<file path="src/rtl/cache_pkg.sv">
// cache_pkg: geometry and state encoding shared by the cache line mover.
// Line/beat sizes, offset position and a beat-select helper.
package cache_pkg;
  localparam int LINE_W     = 512;
  localparam int BEAT_W     = 32;
  localparam int BEATS      = LINE_W / BEAT_W;
  localparam int IDX_W      = 4;
  localparam int OFFSET_LSB = 6;
  localparam int TAG_W      = 32 - OFFSET_LSB;

  typedef enum logic [1:0] {
    IDLE,
    WB,
    FILL,
    DONE
  } state_t;

  function automatic logic [BEAT_W-1:0] line_word(
    input logic [LINE_W-1:0] l,
    input logic [IDX_W-1:0]  i
  );
    return l[{i, 5'b0} +: BEAT_W];
  endfunction
endpackage

</file>
<file path="src/rtl/cache_line_mover_if.sv">
// cache_line_mover_if: cache-side requests and memory beat bus.
// master = the line mover, slave = cache controller plus memory.
interface cache_line_mover_if;
  import cache_pkg::*;

  logic              fill_req;
  logic [31:0]       fill_addr;
  logic              wb_req;
  logic [31:0]       wb_addr;
  logic [LINE_W-1:0] wb_line;
  logic [LINE_W-1:0] fill_line;
  logic              fill_done;
  logic              wb_done;
  logic              busy;
  logic              mem_err;
  logic              mem_req;
  logic              mem_we;
  logic [31:0]       mem_addr;
  logic [31:0]       mem_wdata;
  logic [31:0]       mem_rdata;
  logic              mem_ack;

  modport master (
    input  fill_req, fill_addr, wb_req, wb_addr, wb_line,
    input  mem_rdata, mem_ack,
    output fill_line, fill_done, wb_done, busy, mem_err,
    output mem_req, mem_we, mem_addr, mem_wdata
  );

  modport slave (
    output fill_req, fill_addr, wb_req, wb_addr, wb_line,
    output mem_rdata, mem_ack,
    input  fill_line, fill_done, wb_done, busy, mem_err,
    input  mem_req, mem_we, mem_addr, mem_wdata
  );
endinterface

</file>
<file path="src/rtl/cache_line_mover_beat_timer.sv">
// beat_timer: counts cycles a memory beat waits for its ack.
// expired_o flags the last allowed waiting cycle.
module beat_timer #(
  parameter int TIMEOUT = 255,
  parameter int CNT_W   = 8
) (
  input  logic clk,
  input  logic rst,
  input  logic clr_i,
  input  logic en_i,
  output logic expired_o
);
  logic [CNT_W-1:0] cnt_q;

  // Restart on every new beat, count while the beat is unacked.
  always_ff @(posedge clk or negedge rst) begin
    if (!rst) begin
      cnt_q <= '0;
    end else if (clr_i) begin
      cnt_q <= '0;
    end else if (en_i && !expired_o) begin
      cnt_q <= cnt_q + 1'b1;
    end
  end

  assign expired_o = en_i && (cnt_q == CNT_W'(TIMEOUT - 1));
endmodule

</file>
<file path="src/rtl/cache_line_mover.sv">
// cache_line_mover: 512-bit line writeback/fill over a 32-bit beat bus.
// Optional CRITICAL_WORD_FIRST_EN starts fills at fill_addr[5:2].
module cache_line_mover
  import cache_pkg::*;
#(
  parameter int TIMEOUT = 255
) (
  input  logic               clk,
  input  logic               rst,
  cache_line_mover_if.master bus
);
  state_t            state_q;
  logic              wb_pend_q;
  logic              fill_pend_q;
  logic [TAG_W-1:0]  wb_tag_q;
  logic [TAG_W-1:0]  fill_tag_q;
  logic [LINE_W-1:0] wb_line_q;
  logic [LINE_W-1:0] fill_line_q;
  logic [IDX_W-1:0]  cnt_q;
  logic              mem_req_q;
  logic              mem_we_q;
  logic [31:0]       mem_addr_q;
  logic [31:0]       mem_wdata_q;
  logic              fill_done_q;
  logic              wb_done_q;
  logic              mem_err_q;
  logic              busy_q;

  logic              accept;
  logic              ack;
  logic              expired;
  logic [IDX_W-1:0]  cnt_d;
  logic [IDX_W-1:0]  rd_idx;
  logic [IDX_W-1:0]  rd_idx_d;
  logic [IDX_W-1:0]  acc_start;
  logic [IDX_W-1:0]  fill_start;
  logic              unused_bits;

  assign accept   = (state_q == IDLE) && (bus.wb_req || bus.fill_req);
  assign ack      = mem_req_q && bus.mem_ack;
  assign cnt_d    = cnt_q + 1'b1;
  assign rd_idx   = cnt_q + fill_start;
  assign rd_idx_d = cnt_d + fill_start;

`ifdef CRITICAL_WORD_FIRST_EN
  logic [IDX_W-1:0] crit_q;

  assign acc_start  = bus.fill_addr[OFFSET_LSB-1:2];
  assign fill_start = crit_q;

  // Remember the critical word of the accepted fill.
  always_ff @(posedge clk or negedge rst) begin
    if (!rst) begin
      crit_q <= '0;
    end else if (accept) begin
      crit_q <= acc_start;
    end
  end
`else
  assign acc_start  = '0;
  assign fill_start = '0;
`endif

  assign unused_bits = ^{bus.fill_addr[OFFSET_LSB-1:0],
                         bus.wb_addr[OFFSET_LSB-1:0]};

  beat_timer #(
    .TIMEOUT (TIMEOUT)
  ) u_timer (
    .clk       (clk),
    .rst       (rst),
    .clr_i     (accept || ack),
    .en_i      (mem_req_q && !bus.mem_ack),
    .expired_o (expired)
  );

  // Transfer sequencer: IDLE -> WB -> FILL -> DONE, beat registers.
  always_ff @(posedge clk or negedge rst) begin
    if (!rst) begin
      state_q     <= IDLE;
      wb_pend_q   <= 1'b0;
      fill_pend_q <= 1'b0;
      wb_tag_q    <= '0;
      fill_tag_q  <= '0;
      wb_line_q   <= '0;
      fill_line_q <= '0;
      cnt_q       <= '0;
      mem_req_q   <= 1'b0;
      mem_we_q    <= 1'b0;
      mem_addr_q  <= '0;
      mem_wdata_q <= '0;
      fill_done_q <= 1'b0;
      wb_done_q   <= 1'b0;
      mem_err_q   <= 1'b0;
      busy_q      <= 1'b0;
    end else begin
      fill_done_q <= 1'b0;
      wb_done_q   <= 1'b0;
      mem_err_q   <= 1'b0;
      unique case (state_q)
        IDLE: begin
          if (accept) begin
            wb_pend_q   <= bus.wb_req;
            fill_pend_q <= bus.fill_req;
            wb_tag_q    <= bus.wb_addr[31:OFFSET_LSB];
            fill_tag_q  <= bus.fill_addr[31:OFFSET_LSB];
            wb_line_q   <= bus.wb_line;
            cnt_q       <= '0;
            busy_q      <= 1'b1;
            mem_req_q   <= 1'b1;
            if (bus.wb_req) begin
              state_q     <= WB;
              mem_we_q    <= 1'b1;
              mem_addr_q  <= {bus.wb_addr[31:OFFSET_LSB], 4'd0, 2'b00};
              mem_wdata_q <= line_word(bus.wb_line, 4'd0);
            end else begin
              state_q     <= FILL;
              mem_we_q    <= 1'b0;
              mem_addr_q  <= {bus.fill_addr[31:OFFSET_LSB], acc_start, 2'b00};
              mem_wdata_q <= '0;
            end
          end
        end
        WB: begin
          if (ack) begin
            if (cnt_q == 4'd15) begin
              wb_done_q <= 1'b1;
              wb_pend_q <= 1'b0;
              cnt_q     <= '0;
              if (fill_pend_q) begin
                state_q     <= FILL;
                mem_we_q    <= 1'b0;
                mem_addr_q  <= {fill_tag_q, fill_start, 2'b00};
                mem_wdata_q <= '0;
              end else begin
                state_q   <= DONE;
                mem_req_q <= 1'b0;
                mem_we_q  <= 1'b0;
              end
            end else begin
              cnt_q       <= cnt_d;
              mem_addr_q  <= {wb_tag_q, cnt_d, 2'b00};
              mem_wdata_q <= line_word(wb_line_q, cnt_d);
            end
          end else if (expired) begin
            state_q     <= IDLE;
            mem_err_q   <= 1'b1;
            mem_req_q   <= 1'b0;
            mem_we_q    <= 1'b0;
            wb_pend_q   <= 1'b0;
            fill_pend_q <= 1'b0;
            busy_q      <= 1'b0;
          end
        end
        FILL: begin
          if (ack) begin
            fill_line_q[{rd_idx, 5'b0} +: BEAT_W] <= bus.mem_rdata;
            if (cnt_q == 4'd15) begin
              state_q     <= DONE;
              fill_done_q <= 1'b1;
              fill_pend_q <= 1'b0;
              mem_req_q   <= 1'b0;
              cnt_q       <= '0;
            end else begin
              cnt_q      <= cnt_d;
              mem_addr_q <= {fill_tag_q, rd_idx_d, 2'b00};
            end
          end else if (expired) begin
            state_q     <= IDLE;
            mem_err_q   <= 1'b1;
            mem_req_q   <= 1'b0;
            wb_pend_q   <= 1'b0;
            fill_pend_q <= 1'b0;
            busy_q      <= 1'b0;
          end
        end
        DONE: begin
          state_q <= IDLE;
          busy_q  <= 1'b0;
        end
        default: begin
          state_q <= IDLE;
          busy_q  <= 1'b0;
        end
      endcase
    end
  end

  assign bus.fill_line = fill_line_q;
  assign bus.fill_done = fill_done_q;
  assign bus.wb_done   = wb_done_q;
  assign bus.busy      = busy_q;
  assign bus.mem_err   = mem_err_q;
  assign bus.mem_req   = mem_req_q;
  assign bus.mem_we    = mem_we_q;
  assign bus.mem_addr  = mem_addr_q;
  assign bus.mem_wdata = mem_wdata_q;
endmodule
</file>
<file path="src/flat_wrapper.sv">
// flat-port wrapper written by rule: the top's interface ports become plain ports
module cache_line_mover_flat import cache_pkg::*;
#(
  parameter int TIMEOUT = 255
)
  (clk, rst, bus_fill_req, bus_fill_addr, bus_wb_req, bus_wb_addr, bus_wb_line, bus_mem_rdata, bus_mem_ack, bus_fill_line, bus_fill_done, bus_wb_done, bus_busy, bus_mem_err, bus_mem_req, bus_mem_we, bus_mem_addr, bus_mem_wdata);
  cache_line_mover_if bus_i ();
  input  logic clk;
  input  logic rst;
  input wire logic [$bits(bus_i.fill_req)-1:0] bus_fill_req;
  input wire logic [$bits(bus_i.fill_addr)-1:0] bus_fill_addr;
  input wire logic [$bits(bus_i.wb_req)-1:0] bus_wb_req;
  input wire logic [$bits(bus_i.wb_addr)-1:0] bus_wb_addr;
  input wire logic [$bits(bus_i.wb_line)-1:0] bus_wb_line;
  input wire logic [$bits(bus_i.mem_rdata)-1:0] bus_mem_rdata;
  input wire logic [$bits(bus_i.mem_ack)-1:0] bus_mem_ack;
  output wire logic [$bits(bus_i.fill_line)-1:0] bus_fill_line;
  output wire logic [$bits(bus_i.fill_done)-1:0] bus_fill_done;
  output wire logic [$bits(bus_i.wb_done)-1:0] bus_wb_done;
  output wire logic [$bits(bus_i.busy)-1:0] bus_busy;
  output wire logic [$bits(bus_i.mem_err)-1:0] bus_mem_err;
  output wire logic [$bits(bus_i.mem_req)-1:0] bus_mem_req;
  output wire logic [$bits(bus_i.mem_we)-1:0] bus_mem_we;
  output wire logic [$bits(bus_i.mem_addr)-1:0] bus_mem_addr;
  output wire logic [$bits(bus_i.mem_wdata)-1:0] bus_mem_wdata;
  assign bus_i.fill_req = bus_fill_req;
  assign bus_i.fill_addr = bus_fill_addr;
  assign bus_i.wb_req = bus_wb_req;
  assign bus_i.wb_addr = bus_wb_addr;
  assign bus_i.wb_line = bus_wb_line;
  assign bus_i.mem_rdata = bus_mem_rdata;
  assign bus_i.mem_ack = bus_mem_ack;
  assign bus_fill_line = bus_i.fill_line;
  assign bus_fill_done = bus_i.fill_done;
  assign bus_wb_done = bus_i.wb_done;
  assign bus_busy = bus_i.busy;
  assign bus_mem_err = bus_i.mem_err;
  assign bus_mem_req = bus_i.mem_req;
  assign bus_mem_we = bus_i.mem_we;
  assign bus_mem_addr = bus_i.mem_addr;
  assign bus_mem_wdata = bus_i.mem_wdata;
  cache_line_mover #(.TIMEOUT(TIMEOUT)) u_core (.clk(clk), .rst(rst), .bus(bus_i));
endmodule
</file>
<file path="config.mk">
export PLATFORM = sky130hd
export DESIGN_NAME = cache_line_mover_flat
export DESIGN_NICKNAME = d
export VERILOG_FILES = /design/src/rtl/cache_pkg.sv /design/src/rtl/cache_line_mover_if.sv /design/src/rtl/cache_line_mover_beat_timer.sv /design/src/rtl/cache_line_mover.sv /design/src/flat_wrapper.sv
export SDC_FILE = /design/constraint.sdc
export NUM_CORES = 2
export LEC_CHECK = 0
export ABC_AREA = 0
export BUFFER_PORTS_ARGS = -buffer_cell sky130_fd_sc_hd__clkbuf_2
export CORE_AREA = 2 2 463 465
export CTS_CLUSTER_DIAMETER = 80
export DETAILED_ROUTE_END_ITERATION = 8
export DIE_AREA = 0 0 465 467
export SETUP_SLACK_MARGIN = 0.02
export SYNTH_ARGS = -nofsm -noshare
export SYNTH_HDL_FRONTEND = slang
export SYNTH_SLANG_ARGS = --single-unit
export TNS_END_PERCENT = 5
</file>
<file path="constraint.sdc">
create_clock -name clk -period 7.4 [get_ports clk]
set_input_delay 0 -clock clk [delete_from_list [all_inputs] [get_ports clk]]
set_output_delay 0 -clock clk [all_outputs]
set_load 0.1 [all_outputs]
</file>
# Yosys cells after proc, flatten, opt, wreduce, memory -nomap -nowiden
# Index checks and enable logic that the tools add are counted.
# word_totals
regBits,1161
in_bits,613
out_inout_bits,582
wordCells,122
# classes
n_addsub,3
n_eq_ne,18
shifts,3
mux,57
reduce_logical,25
# ops
operator,count
bitwise mux 512 bit,1
"variable shift 32 x 11 -> 512 bit, first input constant",1
variable part select 32 x 11 -> 512 bit,1
variable part select 512 x 10 -> 32 bit,1
2-to-1 mux 32 bit,12
one-hot mux 32 bit (3 select lines),1
one-hot mux 32 bit (2 select lines),1
2-to-1 mux 1 bit,24
2-to-1 mux 8 bit,2
2-to-1 mux 2 bit,7
2-to-1 mux 4 bit,3
AND reduction 4 bit,3
negation 9 -> 11 bit,1
"!= test 2 x 1 -> 1 bit, second input constant",5
"!= test 3 bit, second input constant",3
one-hot mux 1 bit (3 select lines),3
AND reduction 3 bit,3
"adder 8 x 1 -> 8 bit, second input constant",1
"equality test 8 bit, second input constant",1
one-hot mux 2 bit (4 select lines),1
one-hot mux 4 bit (2 select lines),1
"!= test 2 bit, second input constant",3
"!= test 3 x 2 -> 1 bit, second input constant",2
AND reduction 6 bit,1
other kinds (14),24

# Depth between registers and ports, before layout
# logic_depth
word_depth,7
ltp_mapped,12
depth_no_buf,7

# By module
# From an unflattened synthesis, not the netlist that was laid out.
# unflattened
cells_unflattened,4622
area_unflattened_um2,48978.2
# by_module_without_submodules
module,n_inst,cells_per_inst,area_per_inst_um2,seq_area_each_um2
cache_line_mover,1,4574,48471.5,28802.6
beat_timer,1,48,506.7,200.2

# Worst setup path before layout
# No wires, ideal clock.
# synth_timing
path_kind,reg2reg
start,register u_core.cnt_q[0]
end,"register u_core.mem_wdata_q[21], in the netlist u_core.bus.mem_wdata[21]"
setup_time_ps,121
arrival_time_ps,2580
t_required_ps,7279
path_slack_ps,4699
stages_incl_launch_ff,13
n_path_buf,6
synth_period_minus_slack_ps,2701
cell_sequence,dfrtp_1 -> buf_2 -> buf_6 -> buf_2 -> inv_1 -> ha_1 -> buf_2 -> buf_2 -> buf_1 -> mux4_2 -> mux2i_1 -> nor2_1 -> o22a_1
# synth_between
elab_chain_cells,5
word_cells_on_any_way,8
classes_between,add/sub: 1; eq/ne: 2; shift: 1; mux: 3; reduce/logical: 1
# synth_rtl
item,line,text
"start, declared",cache_line_mover.sv:19,logic [IDX_W-1:0] cnt_q;
"start signal, assigned",cache_line_mover.sv:141,cnt_q <= cnt_d;
"start signal, assigned",cache_line_mover.sv:165,cnt_q <= cnt_d;
adder 4 x 1 -> 4 bit,cache_line_mover.sv:41,assign cnt_d = cnt_q + 1'b1;
variable part select 512 x 10 -> 32 bit,cache_pkg.sv:22,"return l[{i, 5'b0} +: BEAT_W];"
2-to-1 mux 32 bit,cache_line_mover.sv:126,if (cnt_q == 4'd15) begin
2-to-1 mux 32 bit,cache_line_mover.sv:125,if (ack) begin
one-hot mux 32 bit (2 select lines),cache_line_mover.sv:100,unique case (state_q)
"end signal, assigned",cache_line_mover.sv:115,"mem_wdata_q <= line_word(bus.wb_line, 4'd0);"
"end signal, assigned",cache_line_mover.sv:143,"mem_wdata_q <= line_word(wb_line_q, cnt_d);"
"end, declared",cache_line_mover.sv:23,logic [31:0] mem_wdata_q;
# Parallel ways exist; a longest one is shown, timed or not. The select of a mux whose other input is x is not followed.
# A chain may end at the register's enable or synchronous reset.

# Worst setup path in the final report
# layout_timing
start,register u_core.cnt_q[0]
end,"register u_core.mem_wdata_q[9], in the netlist u_core.bus.mem_wdata[9]"
# The elaborated chain is that of the path after synthesis.

==> impl_metrics.toml <==
[setup_path]
critPathMaxFanout = 68
critPathKind = "reg2reg"
endpoint_kind = "flip-flop"
required_ns = 8.05
r2r_end = "u_core.bus.mem_wdata[9]$_DFFE_PN0P_"
arrival_ns = 4.74
r2r-start = "u_core.cnt_q[0]$_DFFE_PN0P_"
reg2reg_slack_ns = 3.30
worst_setup_path_start_kind = "flip-flop"
rr_worst_depth = 7

[global_route]
first_global_vias = 48100
grt_remaining_overflow = 0
grt_antenna_before_repair = 53
grt_pass1_wl_um = 326000
grt_use_total = 0.203
grt_start_max_net_pins = 220

[hold_path]
min_path_cells = 4
hp-class = "in2reg"
min_from = "bus_wb_line[107]"
min_to = "u_core.wb_line_q[107]$_DFFE_PN0P_"

[synthesis]
synthTopCellsByArea = "dfrtp_1 (59%), nand2_1 (15%), mux2_2 (6.2%)"
synth_async_sr_flop_share = 1.00
synthDistinctLibCells = 54
ys_ff_latch = 1159
yosysWarnings = 0
synth_area_sq_um = 48900
synth_area_per_cell_sq_um = 10.6
seq_area_frac_synth = 0.593
synth_edf_count = 0
synth_top_area_cell = "dfrtp_1"
synth-main-ff-cell = "dfrtp_1"
yosys-top-cells-count = "nand2_1 (1974), dfrtp_1 (1159), mux2_2 (271), clkbuf_1 (214), o21ai_0 (208)"
synth.most_common_cell = "nand2_1"
synthCells = 4623
synth_top_area_share = 0.593

[clocking]
clk_pin_slew_ns = 0.06
clockBufferDepth = 3
cts_root_buf = "clkbuf_16"
h-tree-depth = 4
cts_buffers = 139
cts_sinks = 1159
clk_latency_ns = 0.77
cts_tree = "built"

[detailed_routing]
viasPerCell = 4.69
dr.first_iter.drc_count = 3864
drc = 0
vias = 46000
drtPass1Iterations = 6
drtAntennaViolNets = 0
drt-total-wl_um = 227000
wl_per_cell_um = 23.2

[sta]
min_period_ns = 4.10
grt_setup_unrepaired = "no"
max_freq_mhz = 244
hold_slack_ns = 0.0866
setup_viol = 0
slew_headroom = 0.0567
tns_ns = 0
hold_violations = 0
skew_ns = 0.0277
drv_slew = 0
period_share = 0.553
worst_slew_pin_slew_ns = 1.41

[finish]
area_growth_pct = 51.6
final_area_sq_um = 74100
finalNonFillerCells = 9798
nets = 7462
fin_util = 0.350
final_layout_size_suffix_gt1_frac = 0.274

[placed_design]
io_buffers = 1180
place_area_sq_um = 57800
dp.cells = 8358
place_congestion = 0.842
hpwlAfterDp_um = 148000

[floorplan]
die-area_sq_um = 217000
placementRows = 169
ios = 1195
die_h_um = 467
start_util = 0.231
die_w_um = 465
core-area_sq_um = 212000

[job]
maxCapViolCount = 0

[power_and_ir_drop]
cellPowerDensity_nw_per_um2 = 418
leakagePower_nw = 37.5
peakVddDrop_mv = 0.365

[run_status]
status = "finished clean"
[critical path, cell delays in order (launching register included)]
cell	delay (ns)
dfrtp_4	0.68
inv_1	0.28
ha_4	0.92
buf_12	0.38
mux4_2	0.45
mux2i_1	0.70
nor2_1	0.09
o22a_1	0.18
[state kept, by name (all words and copies together) (netlist names), 2 cells and up]
name	flops
u_core.fill_tag_q	26
u_core.wb_line_q	512
u_core.cnt_q	4
u_core.state_q	2
u_core.bus.mem_addr	30
u_core.wb_tag_q	26
u_core.u_timer.cnt_q	8
u_core.bus.mem_wdata	32
u_core.bus.fill_line	512
[report_power, final]
part | internal (mW) | switching [mW]
logic | 4.07 | 10.2
clock network | 4.01 | 2.91
registers | 8.45 | 1.39
total | 16.5 | 14.5
[cell usage in the layout (no fill, tap or decap), drive strengths merged, types with 27 or more instances in the layout]
cell,count
o22a,32
nor2b,27
dfrtp,1159
a22oi,28
o221ai,32
mux2,321
a21oi,70
mux4,128
dlygate4sd3,1160
diode,34
and3,34
mux2i,65
buf,67
nand2,1974
clkbuf,1376
nor2,58
a22o,27
o21ai,212
[per-layer routing]
metal,routed length (um),part of all wire,vias up,global-route usage
met5,132,0.00058,-,0.000220
met1,80900,0.36,22700,0.219
met4,18600,0.082,20,0.147
met3,16600,0.073,835,0.0530
met2,111000,0.49,2666,0.346
li1,-,-,19800,-
[worst max-delay path by stage]
stage | start | to | slack [ns] | cells past startpoint
floorplan | u_core.cnt_q[0]$_DFFE_PN0P_ | u_core.bus.mem_wdata[21]$_DFFE_PN0P_ | 4.70 | 12
global placement | u_core.cnt_q[0]$_DFFE_PN0P_ | u_core.bus.mem_wdata[8]$_DFFE_PN0P_ | 3.23 | 7
detailed placement | u_core.cnt_q[0]$_DFFE_PN0P_ | u_core.bus.mem_wdata[8]$_DFFE_PN0P_ | 3.22 | 7
CTS | u_core.cnt_q[0]$_DFFE_PN0P_ | u_core.bus.mem_wdata[8]$_DFFE_PN0P_ | 3.20 | 7
global route | u_core.cnt_q[0]$_DFFE_PN0P_ | u_core.bus.mem_wdata[8]$_DFFE_PN0P_ | 3.20 | 7
finish | u_core.cnt_q[0]$_DFFE_PN0P_ | u_core.bus.mem_wdata[9]$_DFFE_PN0P_ | 3.30 | 7
[kinds of logic (layout without fill, tap and decap cells)]
group                    count (synthesis)  in the layout  share of synthesized area
AO/OA/AOI/OAI                          450            450                     0.0577
other                                    1             36                  0.0000767
AND/OR/NAND/NOR                       2142           2142                      0.170
XOR/XNOR                                 6              6                    0.00107
buffers and inverters                  341           2660                     0.0292
adder cells (fa/ha/maj)                 10             10                    0.00256
multiplexers                           514            514                      0.146
flip-flops                            1159           1159                      0.593
[layout make-up]
class                   instances  area (sq um)
fillers                     20300        138000
flip-flops and latches       1159         29000
multi-input cells            3124         18700
repair buffers               2405         18200
clock buffers                 198          4070
well taps                    2821          3530
clock inverters                47           543
diodes                         34          85.1
inverters                      10          37.5
[through the flow]
stage	setup WS, ns	power, mW
2_1_floorplan	4.70	19.0
3_3_place_gp	3.23	23.1
3_5_place_dp	3.22	23.3
4_1_cts	3.20	30.9
5_1_grt	3.20	32.5
6_report	3.30	31.0
[what timing repair did]
item	CTS	global route
hold buffers	1161	0
setup endpoints to repair	0	0
resized for setup	0	0
endpoints found under the hold margin	1626	0
setup buffers	0	0
Note: power is estimated with default switching activity, not from simulation.
